`config.mk`:
```
export PLATFORM = sky130hd
export DESIGN_NAME = adc7928_spi_responder
export DESIGN_NICKNAME = d
export VERILOG_FILES = /design/src/rtl/adc7928_pkg.sv /design/src/rtl/adc7928_spi_responder_sync.sv /design/src/rtl/adc7928_spi_responder.sv
export SDC_FILE = /design/constraint.sdc
export NUM_CORES = 1
export LEC_CHECK = 0
export ABC_AREA = 1
export CORE_UTILIZATION = 45
export DETAILED_ROUTE_END_ITERATION = 16
export GPL_TIMING_DRIVEN = 0
export PLACE_DENSITY = 0.79
export SYNTH_ARGS = -nofsm -noshare
export SYNTH_HDL_FRONTEND = slang
export SYNTH_SLANG_ARGS = --single-unit
```
`constraint.sdc`:
```
create_clock -name CLK -period 2.05 [get_ports CLK]
set_input_delay 0.205 -clock CLK [delete_from_list [all_inputs] [get_ports CLK]]
set_output_delay 0.205 -clock CLK [all_outputs]
set_load 0.05 [all_outputs]
```
`src/rtl/adc7928_pkg.sv`:
```
// AD7928-style SPI responder: shared constants.
// Control-word bit positions, frame length and FSM states.
package adc7928_pkg;

  localparam int FRAME_LEN  = 16;
  localparam int WRITE_BIT  = 15;
  localparam int SEQ_BIT    = 14;
  localparam int ADD_MSB    = 12;
  localparam int ADD_LSB    = 10;
  localparam int SHADOW_BIT = 7;
  localparam int CODING_BIT = 4;

  typedef logic [1:0] state_t;

  localparam state_t IDLE    = 2'd0;
  localparam state_t SHIFT   = 2'd1;
  localparam state_t WAIT_CS = 2'd2;

  function automatic logic [2:0] seq_next(
    input logic [2:0] addr,
    input logic [2:0] last
  );
    return (addr == last) ? 3'd0 : addr + 3'd1;
  endfunction

endpackage

```
`src/rtl/adc7928_spi_responder_sync.sv`:
```
// Two-flop synchronizer for asynchronous SPI pins.
// Reset value is per-bit so idle levels are preserved.
module sync_2ff #(
  parameter int               WIDTH   = 1,
  parameter logic [WIDTH-1:0] RST_VAL = '0
) (
  input  logic             CLK,
  input  logic             rstn,
  input  logic [WIDTH-1:0] d,
  output logic [WIDTH-1:0] q
);

  logic [WIDTH-1:0] meta;

  // Two-stage metastability filter
  always_ff @(posedge CLK or negedge rstn) begin
    if (!rstn) begin
      meta <= RST_VAL;
      q    <= RST_VAL;
    end else begin
      meta <= d;
      q    <= meta;
    end
  end

endmodule

```
`src/rtl/adc7928_spi_responder.sv`:
```
// AD7928-style SPI responder: ADC end of the 16-bit frame.
// Returns {0, ADD, sample, pad} and decodes the control word.
module adc7928_spi_responder
  import adc7928_pkg::*;
#(
  parameter int DOUT_WIDTH = 8,
  parameter int NUM_CH     = 8
) (
  input  logic                         CLK,
  input  logic                         rstn,
  input  logic                         sck,
  input  logic                         cs_n,
  input  logic                         mosi,
  output logic                         miso,
  input  logic [NUM_CH*DOUT_WIDTH-1:0] ch_data,
  output logic [2:0]                   ch_addr,
  output logic [15:0]                  ctrl_word,
  output logic                         ctrl_valid,
  output logic                         frame_err
);

  localparam logic [3:0] LAST = 4'(FRAME_LEN - 1);

  logic [2:0] pins_s;
  logic       sck_s, cs_s, mosi_s;
  logic       sck_d, cs_d;
  logic       sck_fall, cs_fall, cs_rise;

  state_t      state;
  logic [3:0]  bitcnt;
  logic [15:0] rx_shift, tx_shift;
  logic [15:0] rx_next, tx_word;
  logic        coding, seq_en;
  logic [2:0]  seq_last;

  logic [DOUT_WIDTH-1:0] sample, smp;
  logic [11:0]           data12;

  logic wr, seq, shadow;

  sync_2ff #(
    .WIDTH   (3),
    .RST_VAL (3'b110)
  ) u_sync (
    .CLK  (CLK),
    .rstn (rstn),
    .d    ({sck, cs_n, mosi}),
    .q    (pins_s)
  );

  assign {sck_s, cs_s, mosi_s} = pins_s;

  // Previous synchronized levels for edge detection
  always_ff @(posedge CLK or negedge rstn) begin
    if (!rstn) begin
      sck_d <= 1'b1;
      cs_d  <= 1'b1;
    end else begin
      sck_d <= sck_s;
      cs_d  <= cs_s;
    end
  end

  assign sck_fall = sck_d & ~sck_s;
  assign cs_fall  = cs_d & ~cs_s;
  assign cs_rise  = ~cs_d & cs_s;

  // Select current channel and format the 12-bit data field
  always_comb begin
    sample = '0;
    for (int k = 0; k < NUM_CH; k++) begin
      if (ch_addr == 3'(k))
        sample = ch_data[k*DOUT_WIDTH +: DOUT_WIDTH];
    end
    smp = sample;
    smp[DOUT_WIDTH-1] = sample[DOUT_WIDTH-1] ^ ~coding;
    data12 = 12'(smp) << (12 - DOUT_WIDTH);
  end

  assign tx_word = {1'b0, ch_addr, data12};
  assign rx_next = {rx_shift[14:0], mosi_s};
  assign wr      = rx_next[WRITE_BIT];
  assign seq     = rx_next[SEQ_BIT];
  assign shadow  = rx_next[SHADOW_BIT];

  // Frame FSM, shifter and control-word commit
  always_ff @(posedge CLK or negedge rstn) begin
    if (!rstn) begin
      state      <= IDLE;
      miso       <= 1'b0;
      bitcnt     <= '0;
      rx_shift   <= '0;
      tx_shift   <= '0;
      ch_addr    <= '0;
      ctrl_word  <= '0;
      ctrl_valid <= 1'b0;
      frame_err  <= 1'b0;
      coding     <= 1'b1;
      seq_en     <= 1'b0;
      seq_last   <= '0;
    end else begin
      ctrl_valid <= 1'b0;
      frame_err  <= 1'b0;
      case (state)
        IDLE: begin
          miso <= 1'b0;
          if (cs_fall) begin
            tx_shift <= tx_word;
            miso     <= tx_word[15];
            rx_shift <= '0;
            bitcnt   <= '0;
            state    <= SHIFT;
          end
        end
        SHIFT: begin
          if (sck_fall && bitcnt == LAST) begin
            miso       <= 1'b0;
            state      <= WAIT_CS;
            ctrl_valid <= 1'b1;
            ctrl_word  <= rx_next;
            if (wr)
              coding <= rx_next[CODING_BIT];
            unique case (1'b1)
              (wr && !seq): begin
                seq_en  <= 1'b0;
                ch_addr <= rx_next[ADD_MSB:ADD_LSB];
              end
              (wr && seq && shadow): begin
                seq_en   <= 1'b1;
                seq_last <= rx_next[ADD_MSB:ADD_LSB];
                ch_addr  <= '0;
              end
              default: begin
                if (seq_en)
                  ch_addr <= seq_next(ch_addr, seq_last);
              end
            endcase
          end else if (cs_rise) begin
            frame_err <= 1'b1;
            miso      <= 1'b0;
            rx_shift  <= '0;
            state     <= IDLE;
          end else if (sck_fall) begin
            rx_shift <= rx_next;
            tx_shift <= {tx_shift[14:0], 1'b0};
            miso     <= tx_shift[14];
            bitcnt   <= bitcnt + 4'd1;
          end
        end
        WAIT_CS: begin
          miso <= 1'b0;
          if (cs_rise)
            state <= IDLE;
        end
        default: begin
          miso  <= 1'b0;
          state <= IDLE;
        end
      endcase
    end
  end

endmodule

```
-- Yosys cells after proc, flatten, opt, wreduce, memory -nomap -nowiden
Cells that the tools add are included.
Widths: inputs -> output; s select.
- bits of input ports: 69
- output and inout port bits: 22
- logic and storage cells: 100
- flip-flop bits (word level): 71
- multiplexer cells: 40
- $add $sub $neg: 2
- reduce and logical (&&, ||, !) cells: 17
- eq/ne operators: 17
- bitwise logic cells: 8
- operators by type and width (kind ; number):
    $mux 15 ; 8
    $mux 8 ; 8
    $pmux 15 s2 ; 2
    $mux 4 ; 4
    $eq 3x3->1 const B ; 4
    $reduce_and 3->1 ; 4
    $mux 1 ; 9
    $ne 2x2->1 const B ; 4
    $pmux 4 s2 ; 1
    $eq 3x2->1 const B ; 2
    $mux 2 ; 3
    $mux 3 ; 2
    $pmux 2 s3 ; 1
    $pmux 3 s2 ; 1
    $reduce_and 5->1 ; 1
    $add 4x1->4 const B ; 1
    $eq 4x4->1 const B ; 1
    $logic_and 1x1->1 ; 4
    $ne 4x4->1 const B ; 1
    $not 1->1 ; 4
    $reduce_and 4->1 ; 1
    $reduce_bool 2->1 ; 2
    $add 3x1->3 const B ; 1
    $and 1x1->1 ; 3
    12 further kinds ; 12

-- Depth between registers and ports, before layout
- depth in word-level cells: 12
- gate-level depth with buffers: 17
- depth with buffers taken out: 17

-- Hierarchy
From an unflattened synthesis, not the netlist that was laid out.
- cell total of the unflattened synthesis: 443
- area, all modules: 3475.8 um^2
- by module, submodules not included (module ; sequential area each (um^2) ; cells each ; area an instance (um^2) ; instances):
    adc7928_spi_responder ; 1530.2 ; 437 ; 3320.7 ; 1
    sync_2ff ; 155.1 ; 6 ; 155.1 ; 1

-- Least setup slack after synthesis
OpenSTA, ideal clock, no wires.
- path type: reg2reg
- from: register ch_addr[0]
- to: register tx_shift[11]
- path buffers: 0
- clock period less this slack: 2.159 ns
- arrival: 2.043 ns
- cell stages (with the launch flop): 18
- required time: 1.934 ns
- setup slack: -0.109 ns
- library setup time: 0.116 ns
- path through: dfrtp_1 inv_1 ha_1 inv_1 nor2_1 nand3_1 nand2_1 nand2_1 nand2_1 nand2_1 nand2_1 nand2_1 nand2_1 nand2_1 nand2_1 nand3_1 nand2_1 nand2_1
- word-level cells in the longest chain between the ends: 12
- elaborated cells between the ends (all ways): 19
- classes of those cells: 7 x eq/ne; 10 x mux; 1 x bitwise; 1 x reduce/logical
- ends and longest elaborated chain (element ; RTL line ; RTL):
    start: declaration ; adc7928_spi_responder.sv:16 ; output logic [2:0] ch_addr,
    start signal: assignment ; adc7928_spi_responder.sv:126 ; ch_addr <= rx_next[ADD_MSB:ADD_LSB];
    start signal: assignment ; adc7928_spi_responder.sv:135 ; ch_addr <= seq_next(ch_addr, seq_last);
    $logic_not 3->1 ; adc7928_spi_responder.sv:72 ; if (ch_addr == 3'(k))
    $mux 8 (7 in a row) ; adc7928_spi_responder.sv:72 ;
    $mux 8 * ; adc7928_spi_responder.sv:72 ;
    $xor 1x1->1 * ; adc7928_spi_responder.sv:76 ; smp[DOUT_WIDTH-1] = sample[DOUT_WIDTH-1] ^ ~coding;
    $mux 15 * ; adc7928_spi_responder.sv:107 ; if (cs_fall) begin
    $pmux 15 s2 * ; adc7928_spi_responder.sv:104 ; case (state)
    end signal: assignment ; adc7928_spi_responder.sv:108 ; tx_shift <= tx_word;
    end signal: assignment ; adc7928_spi_responder.sv:145 ; tx_shift <= {tx_shift[14:0], 1'b0};
    end: declaration ; adc7928_spi_responder.sv:31 ; logic [15:0] rx_shift, tx_shift;
Every way passes the cells marked *; elsewhere a longest branch is shown, timed or not. The select of a mux whose other input is x is not followed.
A chain may end at the register's enable or synchronous reset.

-- Final worst setup path
- from: register bitcnt[0]
- to: register rx_shift[1]
- word-level cells in the longest chain between the ends: 4
- ends and longest elaborated chain (element ; RTL line ; RTL):
    start: declaration ; adc7928_spi_responder.sv:30 ; logic [3:0] bitcnt;
    start signal: assignment ; adc7928_spi_responder.sv:147 ; bitcnt <= bitcnt + 4'd1;
    $eq 4x4->1 ; adc7928_spi_responder.sv:116 ; if (sck_fall && bitcnt == LAST) begin
    $logic_and 1x1->1 ; adc7928_spi_responder.sv:116 ;
    $ne 2x2->1 (no line) ; n/a ;
    $reduce_and 4->1 (no line) ; n/a ;
    end signal: assignment ; adc7928_spi_responder.sv:144 ; rx_shift <= rx_next;
    end: declaration ; adc7928_spi_responder.sv:31 ;
No other way between the ends.

==> summary.md <==
| Metric | Value |
|---|---|
| Leak pwr | `between 2 and 2.5 nW` |
| Antenna Cells | `0` |
| DIE AREA | `0.00800 mm²` |
| Post-Synth XOR/XNOR Area | `0.00763` |
| Worst r2r src | `bitcnt[0]` |
| Clock Tree Buf Depth | `2` |
| Synth Register Bits | `67` |
| Critical path class | `flip-flop to flip-flop` |
| Number of DRC markers in iteration 0 | `roughly 160` |
| GRT Resource Usage Total | `0.241` |
| Distinct cell type count after synthesis | `36` |
| R2r endpoint | `rx_shift[1]` |
| Post-Syn Area | `approximately 0.0034 mm²` |
| R2r setup slk | `roughly 0.077 ns` |
| Ys Warns | `0` |
| Crit. Startpoint | `bitcnt[0]` |
| Max IR drop VDD | `between 0.4 and 0.5 mV` |
| Avg Inst Size Synth | `7.97 µm²` |
| Die W | `89.5 µm` |
| Root buffer cell | `clkbuf_8` |
| Slew HR | `0.442` |
| Port Buffers | `90` |
| Mux cell area share after synthesis | `0.00291` |
| Fillers | `599` |
| Via count | `about 3300` |
| Crit path arrival time | `2.23 ns` |
| Outcome | `complete, no violations` |
| Core footprint | `approximately 0.0073 mm²` |
| Placement Rows | `31` |
| Area of the multi-input gates | `between 0.0015 and 0.002 mm²` |
| ANT nets after route | `0` |
| RePlAce Congestion | `0.873` |
| Fin. Hold Viols | `0` |
| Most frequent CP cell | `nand2_4` |
| Final setup fails | `0` |
| FF-to-FF path depth | `10` |
| Die height | `~89 µm` |
| Pwr dens | `slightly below 700 mW/mm²` |
| Total gr overflow | `0` |
| Io pins | `91` |
| CP max-delay cell | `dfrtp_1` |
| Element type at the critical path start | `flip-flop` |
| Worst path max stage delay | `0.41 ns` |
| CP Cell Sequence | `ha_1 -> nand2_1 -> nor3_4 -> nand2_4 -> nand2_2 -> a311oi_4 -> buf_4 -> nand2_4 -> buf_6 -> o22ai_1` |
| Drt total wl | `between 9 and 10 mm` |
| Post-Syn Nets | `508` |
| Final worst path period need | `around 2.0 ns` |
| Number of CTS-inserted buffers | `9` |
| Place WS | `-0.319 ns` |
| Critical Path End Type | `flip-flop` |
| CP delay by family, top | `simple AND/OR/NAND/NOR gates` |
| CTS H-tree depth | `3` |
| Worst Hold Class | `primary input to flip-flop` |
| First-pass GRT wire length | `14.5 mm` |
| Crit. path cell count | `10` |
| Crit-path max FO | `10` |
| DRT Pass-1 Iters | `4` |
| Final WS setup | `0.0772 ns` |
| Share of layout cells above drive strength 1 | `0.122` |
| Finished Core Util | `0.658` |
| Dpl hpwl | `approximately 7 mm` |
| Syn Inst Count | `432` |
| Starting Density | `0.470` |
| CP required | `2.30 ns` |
| Num Clock Sinks | `67` |
| Combinational family with the most area after synthesis | `simple AND/OR/NAND/NOR gates` |
| Storage cell area | `0.00169 mm²` |
| Skew final | `0.0101 ns` |
| P&R area growth vs syn | `40.2%` |
| Fmax | `approximately 0.51 GHz` |
| Buf/Inv on CP | `2` |
| Initial antenna violation count | `0` |
| Sequential area share after synthesis | `0.490` |
| DRC | `0` |
| Nets | `around 620` |
| Max-Cap Viols | `0` |
| Synth Area in Compound Gates | `0.164` |
| Fin crit share | `0.962` |
| Worst-skew pair later-pin latency | `0.35 ns` |
| Worst-path clk slew | `0.07 ns` |
| Post-Synth Simple-Gate Area | `0.236` |
| Post-synthesis adder-cell area fraction | `0.0254` |
| Slew Viols, Final | `0` |
| Largest net degree at the start of global routing | `68` |
| Setup crit end | `rx_shift[1]` |
| Vias in the first global route | `3205` |
| Via density | `5.14` |
| Worst-Margin Slew | `0.837 ns` |
| CTS tree | `done` |
| Routed length per instance | `14.7 µm` |
## placed cells by master (no fill, tap or decap), types with 14 or more instances in the layout
cell type,count
o22ai_1,25
inv_1,43
clkdlybuf4s50_1,89
dfrtp_1,58
nand3_1,24
a21oi_1,14
nor2_1,33
nand2_1,122
o21ai_0,36
## through the flow
stage / hold slack [ns] / total power, mW / cell area [µm²] / setup TNS [ns] / cells
floorplan: -0.0906 / 2.03 / 3440 / 0 / 432
global placement: 0.333 / 2.30 / 4470 / -86.04 / 621
detailed placement: 0.347 / 2.34 / 4470 / -2.07 / 621
CTS: 0.259 / 3.31 / 4680 / -0.0236 / 638
global route: 0.269 / 3.50 / 4830 / -0.0158 / 647
finish: 0.271 / 3.33 / 4830 / 0 / 647
## registers in the layout, indices dropped and copies added (netlist names)
name / cells
rx_shift: 15
seq_en: 1
state: 2
bitcnt: 4
u_sync.meta: 3
coding: 1
miso: 1
u_sync.q: 3
ctrl_word: 16
seq_last: 3
ch_addr: 3
ctrl_valid: 1
sck_d: 1
tx_shift: 11
cs_d: 1
frame_err: 1
## layout make-up
class                           instances  share of cell area
Buffer                                 15              0.0163
Clock buffer                           14              0.0337
Clock inverter                          2             0.00207
Inverter                               49              0.0407
Multi-Input combinational cell        301               0.330
Sequential cell                        67               0.350
Tap cell                               99              0.0257
Timing Repair Buffer                  100               0.202
## repair_timing
item / 4_1_cts / 5_1_grt
hold endpoints to repair: 39 / 0
pin swaps: 0 / 4
hold buffers: 1 / 0
endpoints found under the setup margin: 15 / 31
setup buffers: 0 / 9
resized for setup: 10 / 20
## power breakdown
part	leakage [nW]	total, mW	internal [mW]	switching, mW
Combinational	1.28	0.777	0.358	0.418
Clock	0.0905	0.967	0.502	0.464
Sequential	0.873	1.59	1.49	0.0954
## per-layer routing
metal,wire [µm],vias up,track usage
met1,4030,1550,0.280
met3,814,23,0.0693
li1,-,1642,-
met2,4440,112,0.419
met4,201,0,0.101
met5,0,-,0
## how the worst min path moves through the flow
stage              startpoint        endpoint  slack [ns]  cells past startpoint
2_1_floorplan            rstn       bitcnt[0]       -0.09                      0
6_report                 cs_n  u_sync.meta[1]        0.27                      1
3_3_place_gp   u_sync.meta[0]     u_sync.q[0]        0.33                      0
4_1_cts                   sck  u_sync.meta[2]        0.26                      1
3_5_place_dp             rstn     tx_shift[8]        0.35                      1
5_1_grt                   sck  u_sync.meta[2]        0.27                      1
## synthesized netlist by cell type (all sizes together)
cell type,instances,share of area
nand2,127,0.14
dfrtp,60,0.44
inv,47,0.051
o21ai,38,0.056
nor2,37,0.041
nand3,25,0.038
o22ai,25,0.045
a21oi,14,0.020
clkbuf,8,0.0087
buf,7,0.013
dfstp,7,0.053
ha,7,0.025
a31oi,4,0.0073
nor3,3,0.0058
o21bai,3,0.0065
or2,3,0.0055
xnor2,3,0.0076
a211oi,2,0.0044
a221oi,2,0.0051
a22oi,2,0.0044
clkinv,2,0.0022
o211ai,2,0.0044
a311oi,1,0.0076
mux2i,1,0.0029
nand4,1,0.0018
o21a,1,0.0022
## cell families after synthesis
family | after synthesis
buffers and inverters | 64
DFF | 67
AOI/OAI and AO/OA | 94
and+or+nand+nor | 196
adders and majority gates | 7
xor gates and xnor gates | 3
muxes | 1
Power figures use the tool's default switching activity.
